==> src/rtl/datapath_xyz_pkg.sv <==
// Shared operation codes for the control unit and the X/Y/Z datapath.
// Register op codes and ULA op codes live here, so no literal codes appear in the RTL.
package datapath_xyz_pkg;

    localparam logic [2:0] REG_HOLD   = 3'd0;
    localparam logic [2:0] REG_LOAD   = 3'd1;
    localparam logic [2:0] REG_SHIFTR = 3'd2;
    localparam logic [2:0] REG_SHIFTL = 3'd3;
    localparam logic [2:0] REG_RESET  = 3'd4;

    localparam logic [2:0] ULA_ADD   = 3'd0;
    localparam logic [2:0] ULA_SUB   = 3'd1;
    localparam logic [2:0] ULA_MAIOR = 3'd2;
    localparam logic [2:0] ULA_MENOR = 3'd3;
    localparam logic [2:0] ULA_IGUAL = 3'd4;
    localparam logic [2:0] ULA_XOR   = 3'd5;
    localparam logic [2:0] ULA_AND   = 3'd6;

    // Codes above RESET are not register operations.
    function automatic logic reg_op_illegal(input logic [2:0] op);
        return op > REG_RESET;
    endfunction

endpackage

==> src/rtl/datapath_xyz_ula.sv <==
// Combinational ULA: a op b -> res, carry/borrow out, illegal-code flag.
module ula
    import datapath_xyz_pkg::*;
#(
    parameter int W = 4
) (
    input  logic [W-1:0] a,
    input  logic [W-1:0] b,
    input  logic [2:0]   op,
    output logic [W-1:0] res,
    output logic         cout,
    output logic         illegal
);

    logic [W:0] wide;

    always_comb begin
        wide    = '0;
        res     = '0;
        cout    = 1'b0;
        illegal = 1'b0;
        case (op)
            ULA_ADD: begin
                wide = {1'b0, a} + {1'b0, b};
                res  = wide[W-1:0];
                cout = wide[W];
            end
            ULA_SUB: begin
                res  = a - b;
                cout = (a < b);
            end
            ULA_MAIOR: res = {{(W-1){1'b0}}, (a > b)};
            ULA_MENOR: res = {{(W-1){1'b0}}, (a < b)};
            ULA_IGUAL: res = {{(W-1){1'b0}}, (a == b)};
            ULA_XOR:   res = a ^ b;
            ULA_AND:   res = a & b;
            default:   illegal = 1'b1;
        endcase
    end

endmodule

==> src/rtl/datapath_xyz.sv <==
// X/Y/Z register datapath: data_in -> X, ULA(X,Y) -> Y, Y -> Z, with carry/zero
// flags and a sticky error flag for illegal register or ULA codes.
module datapath_xyz
    import datapath_xyz_pkg::*;
#(
    parameter int W = 4
) (
    input  logic         clock,
    input  logic         reset_n,
    input  logic [2:0]   Tx,
    input  logic [2:0]   Ty,
    input  logic [2:0]   Tz,
    input  logic [2:0]   Tula,
    input  logic [W-1:0] data_in,
    output logic [W-1:0] x_out,
    output logic [W-1:0] y_out,
    output logic [W-1:0] z_out,
    output logic         carry,
    output logic         zero,
    output logic         op_error
);

    logic [W-1:0] ula_res;
    logic         ula_cout;
    logic         ula_illegal;
    logic         y_load;
    logic         err_now;

    ula #(.W(W)) u_ula (
        .a       (x_out),
        .b       (y_out),
        .op      (Tula),
        .res     (ula_res),
        .cout    (ula_cout),
        .illegal (ula_illegal)
    );

    // Illegal register codes fall into the default arm and hold the register.
    function automatic logic [W-1:0] reg_next(input logic [W-1:0] cur,
                                              input logic [2:0]   op,
                                              input logic [W-1:0] src);
        case (op)
            REG_LOAD:   return src;
            REG_SHIFTR: return {1'b0, cur[W-1:1]};
            REG_SHIFTL: return {cur[W-2:0], 1'b0};
            REG_RESET:  return '0;
            default:    return cur;
        endcase
    endfunction

    assign y_load  = (Ty == REG_LOAD);
    // Tula only matters when Y actually consumes the ULA result.
    assign err_now = reg_op_illegal(Tx) | reg_op_illegal(Ty) | reg_op_illegal(Tz)
                   | (y_load & ula_illegal);

    always_ff @(posedge clock) begin
        if (!reset_n) begin
            x_out    <= '0;
            y_out    <= '0;
            z_out    <= '0;
            carry    <= 1'b0;
            zero     <= 1'b0;
            op_error <= 1'b0;
        end else begin
            x_out <= reg_next(x_out, Tx, data_in);
            z_out <= reg_next(z_out, Tz, y_out);
            if (y_load) begin
                y_out <= ula_res;
                carry <= ula_cout;
                zero  <= (ula_res == '0);
            end else begin
                y_out <= reg_next(y_out, Ty, '0);
            end
            op_error <= op_error | err_now;
        end
    end

endmodule

==> config.mk <==
export PLATFORM = sky130hd
export DESIGN_NAME = datapath_xyz
export DESIGN_NICKNAME = d
export VERILOG_FILES = /design/src/rtl/datapath_xyz_pkg.sv /design/src/rtl/datapath_xyz_ula.sv /design/src/rtl/datapath_xyz.sv
export SDC_FILE = /design/constraint.sdc
export NUM_CORES = 1
export LEC_CHECK = 0
export BUFFER_PORTS_ARGS = -buffer_cell sky130_fd_sc_hd__buf_2
export CAP_MARGIN = 20
export CORE_ASPECT_RATIO = 0.8
export CORE_UTILIZATION = 53
export CTS_CLUSTER_DIAMETER = 80
export DETAILED_ROUTE_END_ITERATION = 10
export PLACE_DENSITY_LB_ADDON = 0.05
export SETUP_SLACK_MARGIN = 0.05
export SYNTH_ARGS = -nofsm -noshare
export SYNTH_HDL_FRONTEND = slang
export SYNTH_SLANG_ARGS = --single-unit
==> constraint.sdc <==
create_clock -name clock -period 2.46 [get_ports clock]
set_input_delay 0.123 -clock clock [delete_from_list [all_inputs] [get_ports clock]]
set_output_delay 0.123 -clock clock [all_outputs]
set_load 0.005 [all_outputs]
==> summary.txt <==
Timing
  • Minimum clock period: 2270 ps
  • Highest Clock Rate: 440 MHz
  • Fin. Hold Viols: 0
  • Max-Slew Margin vs Limit: 0.747
  • RSZ-0062 raised after global routing: false
  • Clock skew: 2.66 ps
  • Setup_tns: 0 ps
  • Fin. max-slew vios: 0
  • Worst hold margin: 99.4 ps
  • Final setup violation count: 0
  • Tightest Pin Transition: 379 ps
  • Post-route clock period utilization: 0.924

Run status
  • Run status: finished clean

Clock network
  • Hold Buf Count CTS: 0
  • CTS tree: done
  • Root Driver: clkbuf_4
  • H-tree Lvls: 1
  • Clk buf depth: 2
  • Clk_lat worst skew: just under 300 ps
  • Clk pin slew, worst setup/hold paths: approximately 100 ps
  • Inserted Clock Buffers: 3
  • Postcts setup bufs: 0
  • # clock sinks: 15

Drt
  • Final wirelength: 3.45 mm
  • Vias/cell: 5.97
  • Vias: 1,402
  • Residual DRC count: 0
  • Detailed Routing Iterations Pass 1: 5
  • Wire per inst: 14.7 um
  • Final ANT Viol Nets: 0
  • DRT iter0 DRCs: ~110

Yosys
  • Asr flop ratio synth: 0
  • EDFF count, synth: 0
  • Mapped cell area: 0.00134 mm^2
  • Commonest cells in the netlist: 18 x nor2_1, 17 x a21oi_1, 15 x dfxtp_1, 10 x o21ai_0
  • Distinct cells, synth: 48
  • Most frequent cell after synthesis: nor2_1
  • Syn Inst Count: 169
  • Seq cells post-synth: 15
  • Synth Area per Inst: 7.91 um^2
  • Yosys top cell by area: dfxtp_1
  • Mapped Nets: between 150 and 200
  • Main synth FF type: dfxtp_1
  • Area contributors post-synth: dfxtp_1 22%, ha_1 7.5%, a21oi_1 6.4%
  • Share of the synthesized area in the top cell type: 0.225
  • Seq/Total Area, Yosys: 0.225
  • Synth Warn #: 0

Placed design
  • Dpl hpwl: around 2.7 mm
  • Routability cong.: a little under 0.9
  • Port bufs: 32
  • Placed cells: 231

Cells and area
  • Layout Nets: 230
  • Layout Cells excl Fill: approximately 240
  • Area growth from synthesis to layout: 16.4%
  • Share of layout cells above drive strength 1: 0.239
  • Fill count: 198
  • Ant diodes: 0

Worst setup path
  • Critical path peak fanout: 5
  • WP data required: 2670 ps
  • Reg2Reg Setup Slack: 190 ps
  • Cells on worst reg2reg path: 8
  • Worst R2R Start: x_out[0]
  • CP Class: flop to flop
  • CP startpoint kind: flop
  • Crit path DAT: 2480 ps
  • Worst setup EP type: flop
  • CP endpoint: zero
  • RR Endpoint: zero
  • Crit path from: x_out[0]

Global route
  • Total Routing Usage GR: 0.282
  • First-pass GRT wire length: 5.75 mm
  • Initial antenna violation count: 0
  • Overflow after GRT: 0
  • Vias in the first global route: 1,219
  • Largest net degree at the start of global routing: 13

Min path
  • Worst hold-check path type: primary input to flop

Power
  • Pwr dens: 418 mW/mm^2
  • VDD IR max: a little under 0.3 mV
  • Static leakage: 0.677 nW

Floorplan
  • Core Box Area: 0.00227 mm^2
  • Die Y: 46.9 um
  • IO Pins: 33
  • Initial core utilization: 0.589
  • # rows: 15
  • Die ar.: roughly 0.0027 mm^2
  • Chip width: 58.2 um

Job
  • Max-Cap Viols: 0
cells by family after synthesis:
kind of cell	after synthesis	share of synthesized area
and+or+nand+nor	62	0.255
AOI/OAI and AO/OA	50	0.247
buffers and inverters	18	0.0571
DFF	15	0.225
adders and majority gates	10	0.105
muxes	9	0.0786
xor gates and xnor gates	5	0.0327
registers in the layout (all words and copies together) (netlist names):
register and cells:
zero 1, x_out 4, op_error 1, y_out 4, carry 1, z_out 4
cell usage in the layout (no fill, tap or decap), drive strengths merged, types with 2 or more instances in the layout:
cell type,n
nand3,3
a21oi,17
nand3b,3
nor2,18
nand2,9
o2111ai,2
nor4b,2
nand2b,5
clkbuf,4
mux2,2
buf,35
o21ai,12
o31a,2
ha,8
nand4,3
inv,11
dfxtp,15
a31oi,3
mux2i,7
xor2,2
nor3b,3
a2bb2oi,4
nor3,3
xnor2,3
fa,2
nor2b,8
metal layers:
metal  part of all wire  track usage  routed length, um  vias up
met5                  0            0                  0        -
met4              0.011       0.0714                 38        0
met3              0.082       0.0689                284        4
met2               0.48        0.471               1660       65
met1               0.43        0.374               1470      656
li1                   -            -                  -      677
worst min-delay path by stage:
| stage | slack (ps) | startpoint | to | cells past startpoint |
|---|---|---|---|---|
| 2_1_floorplan | 260 | reset_n | y_out[2] | 2 |
| 3_3_place_gp | 410 | reset_n | y_out[2] | 3 |
| 3_5_place_dp | 410 | reset_n | y_out[1] | 3 |
| 4_1_cts | 100 | reset_n | y_out[1] | 3 |
| 5_1_grt | 100 | reset_n | y_out[1] | 3 |
| 6_report | 100 | reset_n | y_out[1] | 3 |
where the power goes:
part | total [mW] | internal [mW] | switching (mW)
clock network | 0.149 | 0.0630 | 0.0861
registers | 0.272 | 0.257 | 0.0153
logic | 0.230 | 0.103 | 0.127
total | 0.651 | 0.423 | 0.228
cell type report:
type,instances,area [um^2],share of cell area
Sequential cell,15,303,0.195
Multi-Input combinational cell,136,961,0.617
Timing Repair Buffer,35,183,0.117
Tap cell,34,42.5,0.0273
Inverter,11,41.3,0.0265
Clock buffer,4,26.3,0.0169
critical path: stages, from the launching register on:
cell and delay (ps):
dfxtp_2 380, inv_1 50, ha_1 220, fa_1 430, mux2i_4 160, xnor2_1 80, a221o_1 330, or3_1 360
o32ai_2 190
metrics by stage:
stage | setup WS (ps) | utilization | total power [mW] | area (um^2)
floorplan | 250 | - | 0.428 | 1340
global placement | 203 | 0.673 | 0.497 | 1530
detailed placement | 149 | 0.673 | 0.503 | 1530
CTS | 129 | 0.684 | 0.653 | 1550
global route | 53.3 | 0.685 | 0.690 | 1560
finish | 188 | 0.685 | 0.651 | 1560
timing repair:
action                                 in CTS  in global routing
endpoints found under the hold margin       0                  0
resized for setup                           0                  2
setup endpoints to repair                   0                  1
No activity file was read; power rests on OpenSTA's default activity.
